<file path="config.mk">
export PLATFORM = sky130hd
export DESIGN_NAME = conv_window_feeder
export DESIGN_NICKNAME = d
export VERILOG_FILES = /design/src/rtl/conv_pkg.sv /design/src/rtl/conv_col_shift.sv /design/src/rtl/conv_window_feeder.sv
export SDC_FILE = /design/constraint.sdc
export NUM_CORES = 1
export LEC_CHECK = 0
export ABC_CLOCK_PERIOD_IN_PS = 1900
export CAP_MARGIN = 0
export CORE_ASPECT_RATIO = 1.2
export CORE_MARGIN = 10
export CORE_UTILIZATION = 50
export DETAILED_ROUTE_END_ITERATION = 10
export PLACE_DENSITY = 0.77
export SYNTH_ARGS = -nofsm -noshare
export SYNTH_HDL_FRONTEND = slang
export SYNTH_SLANG_ARGS = --single-unit
</file>
<file path="constraint.sdc">
create_clock -name clk -period 1.9 [get_ports clk]
set_clock_uncertainty 0.1 [all_clocks]
set_input_delay 0.38 -clock clk [delete_from_list [all_inputs] [get_ports clk]]
set_output_delay 0.38 -clock clk [all_outputs]
set_load 0.02 [all_outputs]
</file>
<file path="src/rtl/conv_pkg.sv">
// Shared constants and helpers for the 2-D convolution datapath (feeder and filter sides).
package conv_pkg;

    localparam int unsigned CONV_BW     = 8;
    localparam int unsigned CONV_ROWS   = 8;
    localparam int unsigned CONV_HEIGHT = 2;

    // Ceiling log2 with a floor of 1 so a width derived from it is never zero.
    function automatic int unsigned clogb2(input int unsigned v);
        int unsigned r;
        r = 0;
        for (int unsigned i = 0; i < 32; i++) begin
            if ((64'd1 << i) < 64'(v)) r = i + 1;
        end
        return (r == 0) ? 1 : r;
    endfunction

    localparam int unsigned CONV_BW_PSUM = 2 * CONV_BW + clogb2(CONV_ROWS);

    typedef enum logic {
        FILL   = 1'b0,
        STREAM = 1'b1
    } feed_state_t;

endpackage

</file>
<file path="src/rtl/conv_col_shift.sv">
// Height-deep column shift register; col[0] is the oldest column, din enters at col[DEPTH-1].
module conv_col_shift #(
    parameter int unsigned W     = 64,
    parameter int unsigned DEPTH = 2
) (
    input  logic               clk,
    input  logic               rst,
    input  logic               en,
    input  logic               clr,
    input  logic [W-1:0]       din,
    output logic [W*DEPTH-1:0] win,
    output logic [W*DEPTH-1:0] win_next
);

    logic [W-1:0] col [DEPTH];
    logic [W-1:0] nxt [DEPTH];

    always_comb begin
        for (int unsigned j = 0; j < DEPTH; j++) nxt[j] = din;
        for (int unsigned j = 0; j + 1 < DEPTH; j++) nxt[j] = col[j+1];
    end

    // win_next exposes the post-shift window so the caller can register it
    // in the same cycle the register itself is cleared for a new frame.
    always_comb begin
        win      = '0;
        win_next = '0;
        for (int unsigned j = 0; j < DEPTH; j++) begin
            win[j*W +: W]      = col[j];
            win_next[j*W +: W] = nxt[j];
        end
    end

    always_ff @(posedge clk or negedge rst) begin
        if (!rst) begin
            for (int unsigned j = 0; j < DEPTH; j++) col[j] <= '0;
        end else if (clr) begin
            for (int unsigned j = 0; j < DEPTH; j++) col[j] <= '0;
        end else if (en) begin
            for (int unsigned j = 0; j < DEPTH; j++) col[j] <= nxt[j];
        end
    end

endmodule

</file>
<file path="src/rtl/conv_window_feeder.sv">
// Sliding-window producer for the convolution filter A input; frames delimited by in_last.
// Optional macro CONV_WIN_PAD_EN: leading zero-padding so every column of a frame emits a window.
module conv_window_feeder
    import conv_pkg::*;
#(
    parameter int unsigned bw       = CONV_BW,
    parameter int unsigned rows     = CONV_ROWS,
    parameter int unsigned height   = CONV_HEIGHT,
    parameter int unsigned max_cols = 256,
    parameter int unsigned cw       = clogb2(max_cols)
) (
    input  logic                       clk,
    input  logic                       rst,
    input  logic [rows*bw-1:0]         in_col,
    input  logic                       in_valid,
    input  logic                       in_last,
    output logic                       in_ready,
    output logic [rows*bw*height-1:0]  out_A,
    output logic                       out_valid,
    output logic                       out_last,
    input  logic                       out_ready,
    output logic [cw-1:0]              col_idx,
    output logic                       err_ovf
);

    localparam int unsigned COL_W = rows * bw;
    localparam int unsigned FW    = clogb2(height + 1);

    localparam logic [FW-1:0] FILL_FULL = FW'(height);
    localparam logic [FW-1:0] FILL_LAST = FW'(height - 1);
`ifdef CONV_WIN_PAD_EN
    localparam logic [FW-1:0] FILL_INIT = FW'(height - 1);
`else
    localparam logic [FW-1:0] FILL_INIT = '0;
`endif
    localparam logic [cw-1:0] COL_MAX = cw'(max_cols - 1);

    feed_state_t state_q, state_d;
    logic [FW-1:0] fill_q, fill_d;
    logic [cw-1:0] col_cnt_q, col_cnt_d;
    logic          col_sat_q, col_sat_d;
    logic          ovf_d;
    logic          accept;
    logic          emit;
    logic [COL_W*height-1:0] win_cur;
    logic [COL_W*height-1:0] win_next;

    assign in_ready = !out_valid || out_ready;
    assign accept   = in_valid && in_ready;

    conv_col_shift #(
        .W     (COL_W),
        .DEPTH (height)
    ) u_shift (
        .clk      (clk),
        .rst      (rst),
        .en       (accept),
        .clr      (accept && in_last),
        .din      (in_col),
        .win      (win_cur),
        .win_next (win_next)
    );

    always_ff @(posedge clk or negedge rst) begin
        if (!rst) begin
            state_q   <= FILL;
            fill_q    <= FILL_INIT;
            col_cnt_q <= '0;
            col_sat_q <= 1'b0;
            err_ovf   <= 1'b0;
        end else begin
            state_q   <= state_d;
            fill_q    <= fill_d;
            col_cnt_q <= col_cnt_d;
            col_sat_q <= col_sat_d;
            err_ovf   <= ovf_d;
        end
    end

    // col_sat marks that index max_cols-1 has already been consumed, so any
    // further column in the same frame overflows while col_cnt stays saturated.
    always_comb begin
        state_d   = state_q;
        fill_d    = fill_q;
        col_cnt_d = col_cnt_q;
        col_sat_d = col_sat_q;
        ovf_d     = err_ovf;
        emit      = 1'b0;
        if (accept) begin
            emit = (state_q == STREAM) || (fill_q == FILL_LAST);
            if (col_sat_q) ovf_d = 1'b1;
            if (in_last) begin
                state_d   = FILL;
                fill_d    = FILL_INIT;
                col_cnt_d = '0;
                col_sat_d = 1'b0;
            end else begin
                state_d = emit ? STREAM : FILL;
                fill_d  = emit ? FILL_FULL : fill_q + 1'b1;
                if (col_cnt_q == COL_MAX) col_sat_d = 1'b1;
                else                      col_cnt_d = col_cnt_q + 1'b1;
            end
        end
    end

    always_ff @(posedge clk or negedge rst) begin
        if (!rst) begin
            out_A     <= '0;
            out_valid <= 1'b0;
            out_last  <= 1'b0;
            col_idx   <= '0;
        end else if (emit) begin
            out_A     <= win_next;
            out_valid <= 1'b1;
            out_last  <= in_last;
            col_idx   <= col_cnt_q;
        end else if (out_ready) begin
            out_valid <= 1'b0;
        end
    end

    logic unused_win;
    assign unused_win = ^win_cur;

endmodule

</file>
==> impl_results.html, run 1 <==
<table>
<tr><th>Metric</th><th>Value</th></tr>
<tr><th colspan="2">Status</th></tr>
<tr><td>Outcome</td><td>completed</td></tr>
<tr><th colspan="2">Floorplanning</th></tr>
<tr><td>Vertical die dimension</td><td>166.6 um</td></tr>
<tr><td>Die outline width</td><td>142.2 um</td></tr>
<tr><td>DIE AREA</td><td>23680 um^2</td></tr>
<tr><td>Core region area</td><td>17570 um^2</td></tr>
<tr><td>Io pins</td><td>209</td></tr>
<tr><td>Std-Cell Rows</td><td>53</td></tr>
<tr><td>Initial Utilization</td><td>0.5096</td></tr>
<tr><th colspan="2">Placement</th></tr>
<tr><td>Routability Congestion</td><td>0.7670</td></tr>
<tr><td>IO Port Bufs</td><td>208</td></tr>
<tr><td>Worst setup timing slack at the placement stage</td><td>-0.2924 ns</td></tr>
<tr><td>Placed wire-length estimate</td><td>15390 um</td></tr>
<tr><th colspan="2">Drt</th></tr>
<tr><td>DRC violation total after the first TritonRoute iteration</td><td>270</td></tr>
<tr><td>Remaining design rule violation count</td><td>0</td></tr>
<tr><td>Vias per cell</td><td>5.185</td></tr>
<tr><td>Final routed wire length divided by cell count</td><td>19.50 um</td></tr>
<tr><td>Post-route ant nets</td><td>0</td></tr>
<tr><td>Final wirelength</td><td>21380 um</td></tr>
<tr><td>Number of iterations in the first detailed-routing pass</td><td>4</td></tr>
<tr><td>Via count</td><td>5683</td></tr>
<tr><th colspan="2">Final layout</th></tr>
<tr><td>Fillers</td><td>1282</td></tr>
<tr><td>Final core area utilization</td><td>0.6735</td></tr>
<tr><td>Net count reported at finish</td><td>930</td></tr>
<tr><td>Area growth syn-to-layout</td><td>32.18%</td></tr>
<tr><td>Fraction of final layout cells sized beyond drive strength 1</td><td>0.2263</td></tr>
<tr><th colspan="2">Synthesis</th></tr>
<tr><td>Cell type with the largest total area after synthesis</td><td>dfrtp_1</td></tr>
<tr><td>Share of synthesized flip-flops with an asynchronous set or reset</td><td>1.000</td></tr>
<tr><td>Yosys cell types</td><td>34</td></tr>
<tr><td>Register bit total from synthesis</td><td>215</td></tr>
<tr><td>Synthesis Warnings</td><td>0</td></tr>
<tr><td>Cell area after synthesis</td><td>8955 um^2</td></tr>
<tr><td>Most numerous cell in the Yosys netlist</td><td>dfrtp_1</td></tr>
<tr><td>Primary FF master, synth</td><td>dfrtp_1</td></tr>
<tr><td>Number of flops mapped to enable cells by yosys</td><td>0</td></tr>
<tr><td>Sequential area share after synthesis</td><td>0.6008</td></tr>
<tr><td>Most numerous cell types in the synthesized netlist</td><td>215 x dfrtp_1, 133 x nand2_1, 110 x mux2_4, 66 x nand3b_1, 24 x mux2_2</td></tr>
<tr><td>Synth top area cells</td><td>dfrtp_1 60%, mux2_4 18%, nand2_1 5.6%, nand3b_1 5.5%, mux2_2 3.0%</td></tr>
<tr><td>Area share of the largest cell type after synthesis</td><td>0.6008</td></tr>
<tr><td>Average cell area after synthesis</td><td>14.01 um^2</td></tr>
<tr><td>Gate count after technology mapping</td><td>639</td></tr>
<tr><td>Net count of the mapped netlist</td><td>710</td></tr>
<tr><th colspan="2">Global routing</th></tr>
<tr><td>Total routing resource utilization after global routing</td><td>0.1806</td></tr>
<tr><td>Number of antenna violations at the first check in global routing</td><td>1</td></tr>
<tr><td>Number of global-route vias before repair</td><td>6276</td></tr>
<tr><td>Remaining global-route overflow</td><td>0</td></tr>
<tr><td>Largest net degree at the start of global routing</td><td>64</td></tr>
<tr><td>Wire length of the first global-routing pass</td><td>35010 um</td></tr>
<tr><th colspan="2">Run</th></tr>
<tr><td>Max Cap Viol</td><td>0</td></tr>
<tr><th colspan="2">Power</th></tr>
<tr><td>Peak supply drop</td><td>0.9013 mV</td></tr>
<tr><td>Design Power</td><td>18.58 mW</td></tr>
<tr><td>Cell-internal power</td><td>12.29 mW</td></tr>
<tr><td>Ratio of total power to cell area</td><td>1570 nW/um^2</td></tr>
<tr><td>Net switching component of the power</td><td>6.296 mW</td></tr>
<tr><td>Cell leakage power</td><td>6.200 nW</td></tr>
<tr><td>Net switching fraction of the power</td><td>0.3388</td></tr>
<tr><td>Power share of the combinational group</td><td>0.396</td></tr>
<tr><td>Clock network fraction of total power</td><td>0.225</td></tr>
<tr><td>Part of the power in registers</td><td>0.379</td></tr>
<tr><th colspan="2">Clock tree</th></tr>
<tr><td>Maximum clock insertion buffer count</td><td>3</td></tr>
<tr><td>Insertion delay to the later sink of the worst-skew pair</td><td>0.50 ns</td></tr>
<tr><td>Clock root buffer</td><td>clkbuf_16</td></tr>
<tr><td>CTS tree</td><td>built</td></tr>
<tr><td>H-tree levels</td><td>1</td></tr>
<tr><td>Clock slew seen by the registers of the worst setup and hold paths</td><td>0.06 ns</td></tr>
<tr><td>Clock sink total</td><td>215</td></tr>
<tr><td>CTS Buf Count</td><td>22</td></tr>
<tr><th colspan="2">STA</th></tr>
<tr><td>Slack of the critical path</td><td>0.07564 ns</td></tr>
<tr><td>Pin slew with the least headroom to its limit</td><td>0.4141 ns</td></tr>
<tr><td>Final-report max-slew violation count</td><td>0</td></tr>
<tr><td>Peak clock frequency supported by timing</td><td>548.1 MHz</td></tr>
<tr><td>Max-Slew Margin vs Limit</td><td>0.7239</td></tr>
<tr><td>Sum Neg Setup Slack</td><td>0 ns</td></tr>
<tr><td>Hold Vio Cnt, Final</td><td>0</td></tr>
<tr><td>Time the worst path needs with I/O delays and setup</td><td>1.824 ns</td></tr>
<tr><td>Unrepaired setup endpoints after global routing</td><td>false</td></tr>
<tr><td>Period utilisation layout</td><td>0.9602</td></tr>
<tr><td>Final setup violation count</td><td>0</td></tr>
<tr><th colspan="2">Worst setup path</th></tr>
<tr><td>Crit Path Class</td><td>flop to flop</td></tr>
<tr><td>CP endpoint kind</td><td>flop</td></tr>
<tr><td>WP data arrival</td><td>2.10 ns</td></tr>
<tr><td>Register-to-Register Path Depth</td><td>5</td></tr>
<tr><td>Critical Path RT</td><td>2.17 ns</td></tr>
<tr><td>CP startpoint kind</td><td>flop</td></tr>
<tr><td>Worst setup startpoint</td><td>fill_q[0]$_DFFE_PN0P_</td></tr>
<tr><td>CP Max Fanout</td><td>29</td></tr>
<tr><td>Worst setup slack for register-to-register paths</td><td>0.08 ns</td></tr>
<tr><td>Worst reg2reg endpoint</td><td>out_A[67]$_DFFE_PN0P_</td></tr>
<tr><td>Setup crit end</td><td>out_A[67]$_DFFE_PN0P_</td></tr>
<tr><td>Worst reg2reg path startpoint</td><td>fill_q[0]$_DFFE_PN0P_</td></tr>
<tr><th colspan="2">Min path</th></tr>
<tr><td>Worst Hold Class</td><td>input port to async pin</td></tr>
</table>
[what timing repair did]
action	4_1_cts	5_1_grt
buffers inserted	3	0
resized for setup	140	1
hold buffers	1	0
endpoints found under the setup margin	257	1
endpoints found under the hold margin	40	0
pin swaps	1	0
[cells by family (layout without fill, tap and decap cells)]
kind of cell	after synthesis	count (layout)	share of synthesized area
AO/OA/AOI/OAI	25	25	0.01845
adder cells (fa/ha/maj)	2	2	0.002794
buffers and inverters	41	277	0.03507
flip-flops	215	215	0.6008
multiplexers	138	138	0.2196
other	0	1	0
AND/OR/NAND/NOR	218	218	0.1232
[registers in the layout (all words and copies together) (netlist names)]
signal,flops
state_q,1
err_ovf,1
col_idx,8
col_sat_q,1
out_valid,1
u_shift.win,64
out_last,1
out_A,128
col_cnt_q,8
fill_q,2
[cells in the final DEF (no fill, tap or decap), types with 2 or more instances in the layout]
master           count
a21oi_1             12
and3_1               2
buf_12               7
buf_4               19
clkbuf_1             9
clkbuf_16           23
clkbuf_8             7
clkdlybuf4s50_1     66
dfrtp_1            215
dlygate4sd2_1      139
ha_1                 2
inv_1                2
mux2_1               4
mux2_2              24
mux2_4             110
nand2_1            132
nand3_1              3
nand3b_1            66
nand4_1              2
nor2_1               6
nor3_1               2
o21ai_0              2
[how the worst min path moves through the flow]
stage | from | end | slack (ns) | cells past startpoint
6_report | rst | out_A[86]$_DFFE_PN0P_ | 0.27 | 2
5_1_grt | rst | out_A[86]$_DFFE_PN0P_ | 0.32 | 2
4_1_cts | rst | out_A[86]$_DFFE_PN0P_ | 0.28 | 2
3_5_place_dp | rst | out_A[85]$_DFFE_PN0P_ | 0.24 | 1
3_3_place_gp | rst | out_A[85]$_DFFE_PN0P_ | 0.24 | 1
2_1_floorplan | rst | col_cnt_q[0]$_DFFE_PN0P_ | -0.02 | 0
[power by group through the flow]
stage	Combinational, mW	Clock, mW	Sequential, mW
after floorplan	3.39	0	8.50
after global placement	8.11	0	7.04
after detailed placement	8.31	0	7.15
after CTS	7.49	4.25	7.05
after global routing	7.83	4.48	7.25
final	7.37	4.18	7.04
[final cells by class]
class,count,area (um^2),area share
inverter,2,7.507,0.0006342
multi-input combinational,383,3263,0.2757
clock buffer,38,691.9,0.05846
clock inverter,2,16.27,0.001374
timing repair buffer,235,2200,0.1858
sequential,215,5380,0.4545
antenna,1,2.502,0.0002114
tap,220,275.3,0.02326
[per-layer routing]
layer  part of all wire  up-vias  global-route usage  routed length, um
li1                   -     2625                   -                  -
met1               0.38     2875              0.2090               8128
met2               0.53      156              0.3219              11430
met3              0.068       27             0.04211               1451
met4              0.017        0             0.05162                367
met5                  0        -                   0                  0
[metrics by stage]
stage	std cells	hold WS, ns	area [um^2]
2_1_floorplan	639	-0.01559	8955
3_3_place_gp	1051	0.2408	11270
3_5_place_dp	1051	0.2415	11270
4_1_cts	1095	0.2808	11830
5_1_grt	1096	0.3168	11840
6_report	1096	0.2684	11840
[critical path: stages, from the launching register on]
cell	delay (ns)
dfrtp_1	0.40
ha_1	0.27
o21ai_4	0.15
buf_4	0.18
buf_12	0.24
mux2_4	0.33
Note: power is estimated with default switching activity, not from simulation.
==> run 2: changes to the inputs <==
- CORE_ASPECT_RATIO: 1.2 -> not set
- CTS_BUF_LIST: not set -> sky130_fd_sc_hd__clkbuf_4 sky130_fd_sc_hd__clkbuf_8 sky130_fd_sc_hd__clkbuf_16
==> impl_results.html, run 2 (synthesis gave the netlist of run 1 again) <==
<table>
<tr><th>Metric</th><th>Value</th></tr>
<tr><th colspan="2">Status</th></tr>
<tr><td>Outcome</td><td>completed</td></tr>
<tr><th colspan="2">Clock tree</th></tr>
<tr><td>H-tree levels</td><td>1</td></tr>
<tr><td>Maximum clock insertion buffer count</td><td>3</td></tr>
<tr><td>Clock slew seen by the registers of the worst setup and hold paths</td><td>0.06 ns</td></tr>
<tr><td>Clock root buffer</td><td>clkbuf_16</td></tr>
<tr><td>CTS tree</td><td>built</td></tr>
<tr><td>Clock sink total</td><td>215</td></tr>
<tr><td>CTS Buf Count</td><td>23</td></tr>
<tr><td>Insertion delay to the later sink of the worst-skew pair</td><td>0.50 ns</td></tr>
<tr><th colspan="2">STA</th></tr>
<tr><td>Worst hold slack across all endpoints</td><td>0.2873 ns</td></tr>
<tr><td>Hold Vio Cnt, Final</td><td>0</td></tr>
<tr><td>Max-Slew Margin vs Limit</td><td>0.6632</td></tr>
<tr><td>Slack of the critical path</td><td>0.06246 ns</td></tr>
<tr><td>Period utilisation layout</td><td>0.9671</td></tr>
<tr><td>Peak clock frequency supported by timing</td><td>544.2 MHz</td></tr>
<tr><td>Pin slew with the least headroom to its limit</td><td>0.5052 ns</td></tr>
<tr><td>Final-report max-slew violation count</td><td>0</td></tr>
<tr><td>Unrepaired setup endpoints after global routing</td><td>false</td></tr>
<tr><td>Time the worst path needs with I/O delays and setup</td><td>1.838 ns</td></tr>
<tr><td>Final setup violation count</td><td>0</td></tr>
<tr><th colspan="2">Run</th></tr>
<tr><td>Max Cap Viol</td><td>0</td></tr>
<tr><th colspan="2">Placement</th></tr>
<tr><td>IO Port Bufs</td><td>208</td></tr>
<tr><td>Total placed cells including tap cells</td><td>1067</td></tr>
<tr><td>Routability Congestion</td><td>0.7662</td></tr>
<tr><td>Placed standard-cell area</td><td>11440 um^2</td></tr>
<tr><td>Placed wire-length estimate</td><td>15140 um</td></tr>
<tr><td>Worst setup timing slack at the placement stage</td><td>-0.2139 ns</td></tr>
<tr><th colspan="2">Worst setup path</th></tr>
<tr><td>Combined buffer and inverter count along the critical path</td><td>1</td></tr>
<tr><td>Register-to-Register Path Depth</td><td>5</td></tr>
<tr><td>Max stage delay on crit path</td><td>0.41 ns</td></tr>
<tr><td>Critical Path RT</td><td>1.42 ns</td></tr>
<tr><td>Worst path cell trace</td><td>nand2b_4 &gt; dlygate4sd2_1</td></tr>
<tr><td>CP Max Fanout</td><td>4</td></tr>
<tr><td>Worst reg2reg endpoint</td><td>out_A[98]$_DFFE_PN0P_</td></tr>
<tr><td>Worst reg2reg path startpoint</td><td>fill_q[0]$_DFFE_PN0P_</td></tr>
<tr><td>Worst setup slack for register-to-register paths</td><td>0.10 ns</td></tr>
<tr><td>Count of cell instances traversed by the critical path</td><td>2</td></tr>
<tr><td>Setup crit end</td><td>in_ready</td></tr>
<tr><td>Worst setup startpoint</td><td>out_valid$_DFFE_PN0P_</td></tr>
<tr><td>WP data arrival</td><td>1.36 ns</td></tr>
<tr><td>Crit Path Class</td><td>flop to output port</td></tr>
<tr><td>Slowest-stage cell, CP</td><td>dfrtp_1</td></tr>
<tr><td>Delay-heaviest family, CP</td><td>flip-flops</td></tr>
<tr><td>CP endpoint kind</td><td>output port</td></tr>
<tr><td>CP startpoint kind</td><td>flop</td></tr>
<tr><th colspan="2">Floorplanning</th></tr>
<tr><td>Core region area</td><td>17420 um^2</td></tr>
<tr><td>DIE AREA</td><td>23660 um^2</td></tr>
<tr><td>Vertical die dimension</td><td>153.8 um</td></tr>
<tr><td>Initial Utilization</td><td>0.5142</td></tr>
<tr><td>Io pins</td><td>209</td></tr>
<tr><td>Std-Cell Rows</td><td>48</td></tr>
<tr><td>Die outline width</td><td>153.8 um</td></tr>
<tr><th colspan="2">Power</th></tr>
<tr><td>Clock network fraction of total power</td><td>0.244</td></tr>
<tr><td>Ratio of total power to cell area</td><td>1599 nW/um^2</td></tr>
<tr><td>Net switching fraction of the power</td><td>0.3293</td></tr>
<tr><td>Net switching component of the power</td><td>6.364 mW</td></tr>
<tr><td>Cell leakage power</td><td>6.332 nW</td></tr>
<tr><td>Part of the power in registers</td><td>0.365</td></tr>
<tr><td>Peak supply drop</td><td>1.088 mV</td></tr>
<tr><td>Cell-internal power</td><td>12.96 mW</td></tr>
<tr><td>Power share of the combinational group</td><td>0.391</td></tr>
<tr><th colspan="2">Final layout</th></tr>
<tr><td>Final instance area</td><td>12090 um^2</td></tr>
<tr><td>Final core area utilization</td><td>0.6940</td></tr>
<tr><td>Fraction of final layout cells sized beyond drive strength 1</td><td>0.2435</td></tr>
<tr><td>Area growth syn-to-layout</td><td>34.97%</td></tr>
<tr><td>Fillers</td><td>1268</td></tr>
<tr><td>Top library cells by usage in the layout, fill and taps aside</td><td>215 x dfrtp_1, 140 x dlygate4sd2_1, 132 x nand2_1</td></tr>
<tr><td>Net count reported at finish</td><td>939</td></tr>
<tr><td>Register ranked first by flip-flop count</td><td>out_A</td></tr>
<tr><td>Cell Count, Final, Fillers Out</td><td>1108</td></tr>
<tr><td>Flip-flop count of the largest register, all copies and words added</td><td>128</td></tr>
<tr><td>Most common cell after layout, fill and taps aside</td><td>dfrtp_1</td></tr>
<tr><td>Ant diodes</td><td>0</td></tr>
<tr><th colspan="2">Min path</th></tr>
<tr><td>Worst Hold Class</td><td>input port to async pin</td></tr>
<tr><th colspan="2">Drt</th></tr>
<tr><td>Final wirelength</td><td>21140 um</td></tr>
<tr><td>Number of iterations in the first detailed-routing pass</td><td>8</td></tr>
<tr><td>Via count</td><td>5629</td></tr>
<tr><td>Vias per cell</td><td>5.080</td></tr>
<tr><td>Post-route ant nets</td><td>0</td></tr>
<tr><td>DRC violation total after the first TritonRoute iteration</td><td>217</td></tr>
<tr><td>Remaining design rule violation count</td><td>0</td></tr>
<tr><td>Final routed wire length divided by cell count</td><td>19.08 um</td></tr>
<tr><th colspan="2">Global routing</th></tr>
<tr><td>Wire length of the first global-routing pass</td><td>34940 um</td></tr>
<tr><td>Number of global-route vias before repair</td><td>6264</td></tr>
<tr><td>Number of antenna violations at the first check in global routing</td><td>0</td></tr>
<tr><td>Remaining global-route overflow</td><td>0</td></tr>
<tr><td>Total routing resource utilization after global routing</td><td>0.1771</td></tr>
<tr><td>Largest net degree at the start of global routing</td><td>54</td></tr>
</table>
==> run 2: cell count changes in the layout (fill, tap and decap cells not counted), sizes merged <==
cell and change:
buf +8, clkbuf -7, bufinv +4, clkinv +3, clkdlybuf4s15 -1, diode -1
dlygate4sd2 +1
==> run 2: per-layer routing <==
layer  wire length [um]  up-vias  global-route usage
li1                   -     2643                   -
met1               8946     2803              0.2211
met2              10190      158              0.2930
met3               1703       25             0.06388
met4                299        0             0.03059
met5                  0        -                   0
==> run 2: power by group through the flow <==
stage,clock (mW),sequential [mW],combinational (mW)
after global routing,5.02,7.27,8.04
final,4.71,7.06,7.56
after detailed placement,0,7.16,8.53
after floorplan,0,8.50,3.39
after global placement,0,7.04,8.36
after CTS,4.81,7.06,7.69
==> run 2: how the worst min path moves through the flow <==
stage | startpoint | endpoint | slack [ns]
2_1_floorplan | rst | col_cnt_q[0]$_DFFE_PN0P_ | -0.02
3_3_place_gp | rst | out_A[2]$_DFFE_PN0P_ | 0.24
3_5_place_dp | rst | out_A[2]$_DFFE_PN0P_ | 0.25
4_1_cts | rst | out_A[2]$_DFFE_PN0P_ | 0.29
5_1_grt | rst | out_A[122]$_DFFE_PN0P_ | 0.30
6_report | rst | out_A[2]$_DFFE_PN0P_ | 0.29
==> run 2: what timing repair did <==
action | in CTS | in global routing
resized for setup | 140 | 0
endpoints found under the setup margin | 140 | 0
buffers inserted | 0 | 0
hold buffers | 1 | 0
hold endpoints to repair | 33 | 0
==> run 2: cell type report <==
class	instances	area, um^2	share of cell area
tap	225	281.5	0.02329
inverter	2	7.507	0.0006211
clock inverter	9	147.6	0.01222
sequential	215	5380	0.4451
multi-input combinational	383	3263	0.2700
clock buffer	31	660.6	0.05466
timing repair buffer	243	2346	0.1941
==> run 2: through the flow <==
stage               TNS [ns]  total power, mW
floorplan                  0            11.89
global placement      -28.65            15.40
detailed placement    -31.02            15.69
CTS                        0            19.57
global route               0            20.34
finish                     0            19.32
